==> config.mk <==
export PLATFORM = sky130hd
export DESIGN_NAME = snake_body
export DESIGN_NICKNAME = d
export VERILOG_FILES = /design/src/rtl/snake_pkg.sv /design/src/rtl/snake_seg_match.sv /design/src/rtl/snake_body.sv
export SDC_FILE = /design/constraint.sdc
export NUM_CORES = 1
export LEC_CHECK = 0
export BUFFER_PORTS_ARGS = -buffer_cell sky130_fd_sc_hd__buf_2
export CAP_MARGIN = 10
export CORE_MARGIN = 3
export CORE_UTILIZATION = 42
export DETAILED_ROUTE_END_ITERATION = 8
export PLACE_DENSITY = 0.54
export SYNTH_ARGS = -nofsm -noshare
export SYNTH_HDL_FRONTEND = slang
export SYNTH_HIERARCHICAL = 1
export SYNTH_SLANG_ARGS = --single-unit
==> constraint.sdc <==
create_clock -name clk -period 3.4 [get_ports clk]
set_input_delay 0.68 -clock clk [delete_from_list [all_inputs] [get_ports clk]]
set_output_delay 0.68 -clock clk [all_outputs]
set_load 0.01 [all_outputs]
==> src/rtl/snake_pkg.sv <==
// Shared snake constants: grid geometry (also used by the prey generator),
// direction encoding and the body FSM state encoding.
package snake_pkg;

  localparam int GRID_H_WIDTH = 5;
  localparam int GRID_V_WIDTH = 5;
  localparam int GRID_H_MAX   = 31;
  localparam int GRID_V_MAX   = 23;

  typedef enum logic [1:0] {
    DIR_UP    = 2'd0,
    DIR_RIGHT = 2'd1,
    DIR_DOWN  = 2'd2,
    DIR_LEFT  = 2'd3
  } dir_t;

  typedef enum logic [1:0] {
    ST_RUN  = 2'd0,
    ST_SCAN = 2'd1,
    ST_MOVE = 2'd2,
    ST_DEAD = 2'd3
  } state_t;

  // Opposite directions differ only in bit 1 with this encoding.
  function automatic logic is_opposite(input logic [1:0] a, input logic [1:0] b);
    return (a ^ b) == 2'b10;
  endfunction

endpackage

==> src/rtl/snake_seg_match.sv <==
// Parallel compare of one grid cell against every live body segment.
module snake_seg_match #(
  parameter int H_LOGIC_WIDTH = 5,
  parameter int V_LOGIC_WIDTH = 5,
  parameter int MAX_LEN       = 16,
  parameter int LEN_W         = 5
) (
  input  logic [MAX_LEN-1:0][H_LOGIC_WIDTH-1:0] seg_x,
  input  logic [MAX_LEN-1:0][V_LOGIC_WIDTH-1:0] seg_y,
  input  logic [LEN_W-1:0]                      len,
  input  logic [H_LOGIC_WIDTH-1:0]              qx,
  input  logic [V_LOGIC_WIDTH-1:0]              qy,
  output logic                                  hit
);

  always_comb begin
    hit = 1'b0;
    for (int i = 0; i < MAX_LEN; i++) begin
      if ((i < int'(len)) && (seg_x[i] == qx) && (seg_y[i] == qy)) hit = 1'b1;
    end
  end

endmodule

==> src/rtl/snake_body.sv <==
// Snake body: segment registers, move/collision FSM and renderer occupancy query.
// State table: RUN wait tick | SCAN serial self-hit check | MOVE shift body | DEAD frozen until rst
module snake_body
  import snake_pkg::*;
#(
  parameter int H_LOGIC_WIDTH = GRID_H_WIDTH,
  parameter int V_LOGIC_WIDTH = GRID_V_WIDTH,
  parameter int H_LOGIC_MAX   = GRID_H_MAX,
  parameter int V_LOGIC_MAX   = GRID_V_MAX,
  parameter int MAX_LEN       = 16,
  parameter int LEN_W         = 5
) (
  input  logic                     clk,
  input  logic                     rst,
  input  logic                     tick,
  input  logic [1:0]               dir_in,
  input  logic                     dir_vld,
  input  logic [H_LOGIC_WIDTH-1:0] preyx,
  input  logic [V_LOGIC_WIDTH-1:0] preyy,
  input  logic                     prey_vld,
  output logic                     eat,
  output logic [H_LOGIC_WIDTH-1:0] headx,
  output logic [V_LOGIC_WIDTH-1:0] heady,
  output logic [LEN_W-1:0]         len,
  output logic                     game_over,
  input  logic [H_LOGIC_WIDTH-1:0] qx,
  input  logic [V_LOGIC_WIDTH-1:0] qy,
  output logic                     q_hit
);

  localparam int IDX_W = (MAX_LEN > 1) ? $clog2(MAX_LEN) : 1;
  localparam logic [H_LOGIC_WIDTH-1:0] H_MAX = H_LOGIC_WIDTH'(H_LOGIC_MAX);
  localparam logic [V_LOGIC_WIDTH-1:0] V_MAX = V_LOGIC_WIDTH'(V_LOGIC_MAX);

  logic [MAX_LEN-1:0][H_LOGIC_WIDTH-1:0] seg_x;
  logic [MAX_LEN-1:0][V_LOGIC_WIDTH-1:0] seg_y;
  logic [LEN_W-1:0]         len_r;
  logic [IDX_W-1:0]         scan_idx;
  logic [H_LOGIC_WIDTH-1:0] nxt_x, calc_x;
  logic [V_LOGIC_WIDTH-1:0] nxt_y, calc_y;
  logic                     wall, calc_wall;
  logic                     scan_hit, scan_last, prey_hit, q_hit_c;
  state_t                   state;
  dir_t                     dir_r;

  always_comb begin
    calc_x    = seg_x[0];
    calc_y    = seg_y[0];
    calc_wall = 1'b0;
    case (dir_r)
      DIR_UP:    begin calc_wall = (seg_y[0] == '0);    calc_y = seg_y[0] - V_LOGIC_WIDTH'(1); end
      DIR_RIGHT: begin calc_wall = (seg_x[0] == H_MAX); calc_x = seg_x[0] + H_LOGIC_WIDTH'(1); end
      DIR_DOWN:  begin calc_wall = (seg_y[0] == V_MAX); calc_y = seg_y[0] + V_LOGIC_WIDTH'(1); end
      DIR_LEFT:  begin calc_wall = (seg_x[0] == '0);    calc_x = seg_x[0] - H_LOGIC_WIDTH'(1); end
      default: ;
    endcase
  end

  // One comparator walks the body; the tail is never visited since it vacates.
  assign scan_hit  = wall || ((seg_x[scan_idx] == nxt_x) && (seg_y[scan_idx] == nxt_y));
  assign scan_last = (LEN_W'(scan_idx) == (len_r - LEN_W'(2)));
  assign prey_hit  = prey_vld && (nxt_x == preyx) && (nxt_y == preyy);

  always_ff @(posedge clk) begin
    if (rst) begin
      for (int i = 0; i < MAX_LEN; i++) begin
        seg_x[i] <= '0;
        seg_y[i] <= '0;
      end
      seg_x[0]  <= H_LOGIC_WIDTH'(4);
      seg_x[1]  <= H_LOGIC_WIDTH'(3);
      seg_x[2]  <= H_LOGIC_WIDTH'(2);
      seg_y[0]  <= V_LOGIC_WIDTH'(4);
      seg_y[1]  <= V_LOGIC_WIDTH'(4);
      seg_y[2]  <= V_LOGIC_WIDTH'(4);
      len_r     <= LEN_W'(3);
      dir_r     <= DIR_RIGHT;
      state     <= ST_RUN;
      scan_idx  <= '0;
      nxt_x     <= '0;
      nxt_y     <= '0;
      wall      <= 1'b0;
      eat       <= 1'b0;
      game_over <= 1'b0;
    end else begin
      if (dir_vld && (state != ST_DEAD) && !is_opposite(dir_in, dir_r))
        dir_r <= dir_t'(dir_in);
      case (state)
        ST_RUN: begin
          if (tick) begin
            nxt_x    <= calc_x;
            nxt_y    <= calc_y;
            wall     <= calc_wall;
            scan_idx <= '0;
            state    <= ST_SCAN;
          end
        end
        ST_SCAN: begin
          if (scan_hit) begin
            state     <= ST_DEAD;
            game_over <= 1'b1;
          end else if (scan_last) begin
            eat   <= prey_hit;
            state <= ST_MOVE;
          end else begin
            scan_idx <= scan_idx + IDX_W'(1);
          end
        end
        ST_MOVE: begin
          for (int i = MAX_LEN - 1; i > 0; i--) begin
            seg_x[i] <= seg_x[i-1];
            seg_y[i] <= seg_y[i-1];
          end
          seg_x[0] <= nxt_x;
          seg_y[0] <= nxt_y;
          if (eat && (len_r != LEN_W'(MAX_LEN))) len_r <= len_r + LEN_W'(1);
          eat   <= 1'b0;
          state <= ST_RUN;
        end
        default: ;
      endcase
    end
  end

  snake_seg_match #(
    .H_LOGIC_WIDTH(H_LOGIC_WIDTH),
    .V_LOGIC_WIDTH(V_LOGIC_WIDTH),
    .MAX_LEN      (MAX_LEN),
    .LEN_W        (LEN_W)
  ) u_q_match (
    .seg_x(seg_x),
    .seg_y(seg_y),
    .len  (len_r),
    .qx   (qx),
    .qy   (qy),
    .hit  (q_hit_c)
  );

  always_ff @(posedge clk) begin
    if (rst) q_hit <= 1'b0;
    else     q_hit <= q_hit_c;
  end

  assign headx = seg_x[0];
  assign heady = seg_y[0];
  assign len   = len_r;

endmodule

# [After elaboration in Yosys (flattened, before gate mapping)]
# Cells that the tools add are included.
[word_totals] regBits=187 in_bits=27 out_inout_bits=18 elab_cells=206
[op_classes] addsub=7 magnitude_cmp=17 n_eq_ne=52 muxes=34 bitwise=1 n_reduce_logical=53
[ops] cell="equality test 5 bit" count=36
[ops] cell="binary-select mux 5 bit (select 4 bit)" count=2
[ops] cell="less-than comparator 4 x 5 -> 1 bit (first input constant)" count=8
[ops] cell="logical AND 1 bit" count=38
[ops] cell="less-than comparator 3 x 5 -> 1 bit (first input constant)" count=4
[ops] cell="one-hot mux 5 bit (2 select lines)" count=2
[ops] cell="2-to-1 mux 1 bit" count=18
[ops] cell="adder 5 x 1 -> 5 bit (second input constant)" count=3
[ops] cell="2-to-1 mux 4 bit" count=3
[ops] cell="equality test 5 bit (second input constant)" count=2
[ops] cell="logical NOT 5 bit" count=2
[ops] cell="less-than comparator 1 x 5 -> 1 bit (first input constant)" count=2
[ops] cell="less-than comparator 2 x 5 -> 1 bit (first input constant)" count=2
[ops] cell="2-to-1 mux 5 bit" count=2
[ops] cell="!= test 2 bit (second input constant)" count=5
[ops] cell="subtractor 5 x 1 -> 5 bit (second input constant)" count=2
[ops] cell="equality test 2 bit (second input constant)" count=4
[ops] cell="one-hot mux 4 bit (2 select lines)" count=1
[ops] cell="2-to-1 mux 2 bit" count=3
[ops] cell="one-hot mux 2 bit (3 select lines)" count=1
[ops] cell="AND reduction 2 bit" count=3
[ops] cell="AND reduction 3 bit" count=2
[ops] cell="equality test 4 x 5 -> 1 bit" count=1
[ops] cell="less-than comparator 4 x 5 -> 1 bit (second input constant)" count=1
[ops] cell="14 further kinds" count=17

# [Depth between registers and ports, before layout]
[logic_depth] depth_word=19 mapped_depth=11

# [By module]
# The synthesis kept the hierarchy.
[modules_own_cells] mod="snake_body" n_inst=1 cells_each=1066 area_each_um2=8846.0 seq_area_each_um2=3743.6
[modules_own_cells] mod="snake_seg_match" n_inst=1 cells_each=265 area_each_um2=2062.0 seq_area_each_um2=0.0

# [Worst setup path after synthesis]
# No wires, ideal clock.
[synth_path] path_kind="flip-flop to flip-flop" from="register scan_idx[1]" to="register scan_idx[3]" setup_ps=72 arrival_ps=2404 path_slack_ps=924 stages_incl_launch_ff=12 path_cell_list="dfxtp_1 > buf_6 > buf_6 > buf_4 > mux4_2 > mux2i_1 > xor2_1 > nand2_1 > o31ai_4 > a31oi_4 > nand4_1 > mux2i_1"
[synth_via] elab_chain_len=7 word_cells_on_any_way=16 cone_classes="add/sub (1); eq/ne (5); mux (7); reduce/logical (3)"
[synth_lines] item="start, declared" line_no="snake_body.sv:38" source="logic [IDX_W-1:0] scan_idx;"
[synth_lines] item="start signal, assigned" line_no="snake_body.sv:106" source="scan_idx <= scan_idx + IDX_W'(1);"
[synth_lines] item="binary-select mux 5 bit (select 4 bit)" line_no="snake_body.sv:60" source="assign scan_hit = wall || ((seg_x[scan_idx] == nxt_x) && (seg_y[scan_idx] == nxt_y));"
[synth_lines] item="2-to-1 mux 5 bit (not written as such)" line_no="snake_body.sv:60"
[synth_lines] item="equality test 5 bit" line_no="snake_body.sv:60"
[synth_lines] item="logical AND 1 bit" line_no="snake_body.sv:60"
[synth_lines] item="logical OR 1 bit" line_no="snake_body.sv:60"
[synth_lines] item="!= test 2 bit (no source line)"
[synth_lines] item="AND reduction 4 bit (no source line)"
# Parallel ways exist; a longest one is shown, timed or not. The select of a mux whose other input is x is not followed.
# A chain may end at the register's enable or synchronous reset.

# [Worst setup path after layout]
[layout_path] from="register scan_idx[1]" to="register scan_idx[0]"
[layout_via] elab_chain_len=7 word_cells_on_any_way=12 cone_classes="eq/ne (5); mux (4); reduce/logical (3)"
[layout_lines] item="binary-select mux 5 bit (select 4 bit)" line_no="snake_body.sv:60"
[layout_lines] item="2-to-1 mux 5 bit (not written as such)" line_no="snake_body.sv:60"
[layout_lines] item="equality test 5 bit" line_no="snake_body.sv:60"
[layout_lines] item="logical AND 1 bit" line_no="snake_body.sv:60"
[layout_lines] item="logical OR 1 bit" line_no="snake_body.sv:60"
[layout_lines] item="!= test 2 bit (no source line)"
[layout_lines] item="AND reduction 4 bit (no source line) (*)"
# Every way passes the cells marked *; elsewhere a longest branch is shown, timed or not. The select of a mux whose other input is x is not followed.

==> impl_metrics.tcl <==
set metrics [dict create \
    power_switching_mw 1.40 \
    slew_headroom 0.440 \
    yosysSeqAreaShare 0.343 \
    fin_crit_sh 0.863 \
    htreeDepth 4 \
    async_flop_share 0 \
    firstDrtPassIters 5 \
    start_util 0.431 \
    grt_pass1_wl_mm 52.4 \
    fill_cells 2545 \
    ys_types 62 \
    worstSetupStartpointType "flop" \
    vias 9248 \
    syn_area_per_cell_um2 8.20 \
    p_clk_frac 0.417 \
    drc 0 \
    postCtsSetupBuffers 0 \
    status "finished clean" \
    ys_seq_elements 187 \
    rows 58 \
    setup_viol 0 \
    grt_antenna_before_repair 1 \
    cp_max_fo 23 \
    drv_slew 0 \
    io_pins 45 \
    rsz0062_at_grt "false" \
    final_common_cell "nand2_1" \
    clock_path_buffers 2 \
    vias_per_cell 5.64 \
    ir_drop_mv 0.322 \
    drt_iter0_markers 995 \
    cp.arrival_ps 3270 \
    combPwrFrac 0.115 \
    grtUsageTotal 0.240 \
    tightest_slew_ps 840 \
    leakage_nw 3.81 \
    io_buffer_count 44 \
    crit_type "flop to flop" \
    core_area_mm2 0.0253 \
    die_w_um 167 \
    ff2ff_path_depth 9 \
    ant_nets 0 \
    whs_ps 462 \
    clock-root-buffer "clkbuf_16" \
    internal-power_mw 3.49 \
    min_period_ps 2940 \
    synth_top_flop_cell "dfxtp_1" \
    syn_to_final_growth_pct 8.26 \
    gp_congestion 0.891 \
    grt_pass1_vias 8557 \
    power_density_mw_per_mm2 414 \
    p_sw_frac 0.286 \
    power.share.sequential 0.467 \
    tns_ps 0 \
    placedCellCount 1608 \
    routedWlPerCell_um 20.7 \
    nets 1337 \
    grt_start_max_net_pins 159 \
    fin_worst_skew_ps 14.1 \
    cts_tree "built" \
    post-route-util 0.466 \
    clkTransAtPathRegs_ps 80 \
    routed_wl_mm 33.9 \
    ff2ff_setup_slack_ps 460 \
    cts-buffers-inserted 17 \
    fmax_mhz 341 \
    cp.required_ps 3730 \
    synth-edff-count 0 \
    hold_class "input pin to flop" \
    dieArea_mm2 0.0279 \
    synth_area_mm2 0.0109 \
    end_kind "flop" \
    cts.repair.resized 0 \
    dp_hpwl_mm 23.9 \
    drive_above_1_share 0.103 \
    clock_latency_ps 450 \
    diodes 0 \
    yosys_warnings 6 \
    cts.sinks 187 \
    finalHoldViolations 0 \
    syn_nets 1371 \
    cts.hold.buffers_added 0 \
    die_h_um 167 \
    mostFrequentLayoutCells "nand2_1, dfxtp_1, a21oi_1, xnor2_1, xor2_1" \
    max_cap_viol_count 0 \
    fin_cells 1640 \
    gr-total-overflow 0 \
    hold_depth 3 \
    synthCells 1331 \
]
## routing by layer
metal	vias up	track usage	wire (um)
met4	2	0.0626	630
met1	4486	0.363	16300
met2	297	0.352	14800
met5	-	0	12
met3	40	0.0439	2170
li1	4423	-	-
## metrics by stage
stage	power (mW)	setup WS, ps	cell area, um2
after floorplan	2.74	924	10900
after global placement	2.89	567	11200
after detailed placement	2.89	507	11200
after CTS	4.93	491	11800
after global routing	5.08	312	11800
final	4.89	464	11800
## registers in the layout (all words and copies together), names as in the netlist
| name | flops |
|---|---|
| dir_r | 2 |
| eat | 1 |
| game_over | 1 |
| headx | 5 |
| heady | 5 |
| len | 5 |
| nxt_x | 5 |
| nxt_y | 5 |
| q_hit | 1 |
| scan_idx | 4 |
| seg_x | 75 |
| seg_y | 75 |
| state | 2 |
| wall | 1 |
## kinds of logic after synthesis
kind of cell / count (synthesis) / synth area share
and+or+nand+nor: 481 / 0.191
AOI/OAI and AO/OA: 234 / 0.127
xor gates and xnor gates: 205 / 0.165
DFF: 187 / 0.343
buffers and inverters: 131 / 0.0568
muxes: 80 / 0.101
adders and majority gates: 13 / 0.0163
## synth_stat cells (5+ instances only)
master	instances	area (um2)
a31oi_1	5	31.3
o21ai_0	5	25.0
inv_1	12	45.0
buf_2	24	120
xor2_1	69	604
a22oi_1	8	60.1
a21o_1	5	37.5
nor2b_1	7	43.8
a211oi_1	6	45.0
nand3_1	15	75.1
buf_4	20	150
clkbuf_1	71	267
nand4_1	31	194
and3_1	5	31.3
ha_1	11	138
nor3_1	12	60.1
nand2_1	347	1300
mux4_2	24	541
nor4_1	19	119
o211ai_1	9	67.6
xnor2_1	136	1190
mux2i_1	56	561
nor2_1	23	86.3
a21oi_1	171	856
dfxtp_1	187	3740
## worst max-delay path, stage by stage, from the launching register on
cell and delay, ps:
dfxtp_2 630, buf_12 260, mux4_2 520, mux2i_1 280, xnor2_1 160, o22ai_1 80, a21boi_1 180, a31oi_4 340
o22ai_2 120, a32o_1 230
## power groups by stage
stage	combinational, mW	sequential, mW	clock, mW
final	0.565	2.29	2.04
after global routing	0.613	2.29	2.18
after CTS	0.559	2.28	2.08
after detailed placement	0.556	2.34	0
after global placement	0.553	2.34	0
after floorplan	0.453	2.29	0
## final timing paths
kind | start | to
max reg2reg | scan_idx[1] | scan_idx[0]
max | scan_idx[1] | scan_idx[0]
min reg2reg | seg_x[78] | seg_x[78]
min | dir_in[1] | dir_r[1]
## area by class of cell
class,count,area [um2],area share
Sequential cell,187,3750,0.317
Clock buffer,19,443,0.0375
Timing Repair Buffer,66,454,0.0385
Multi-Input combinational cell,1013,6560,0.556
Clock inverter,13,148,0.0125
Tap cell,330,413,0.0350
Inverter,12,45.0,0.00381
Note: power is estimated with default switching activity, not from simulation.
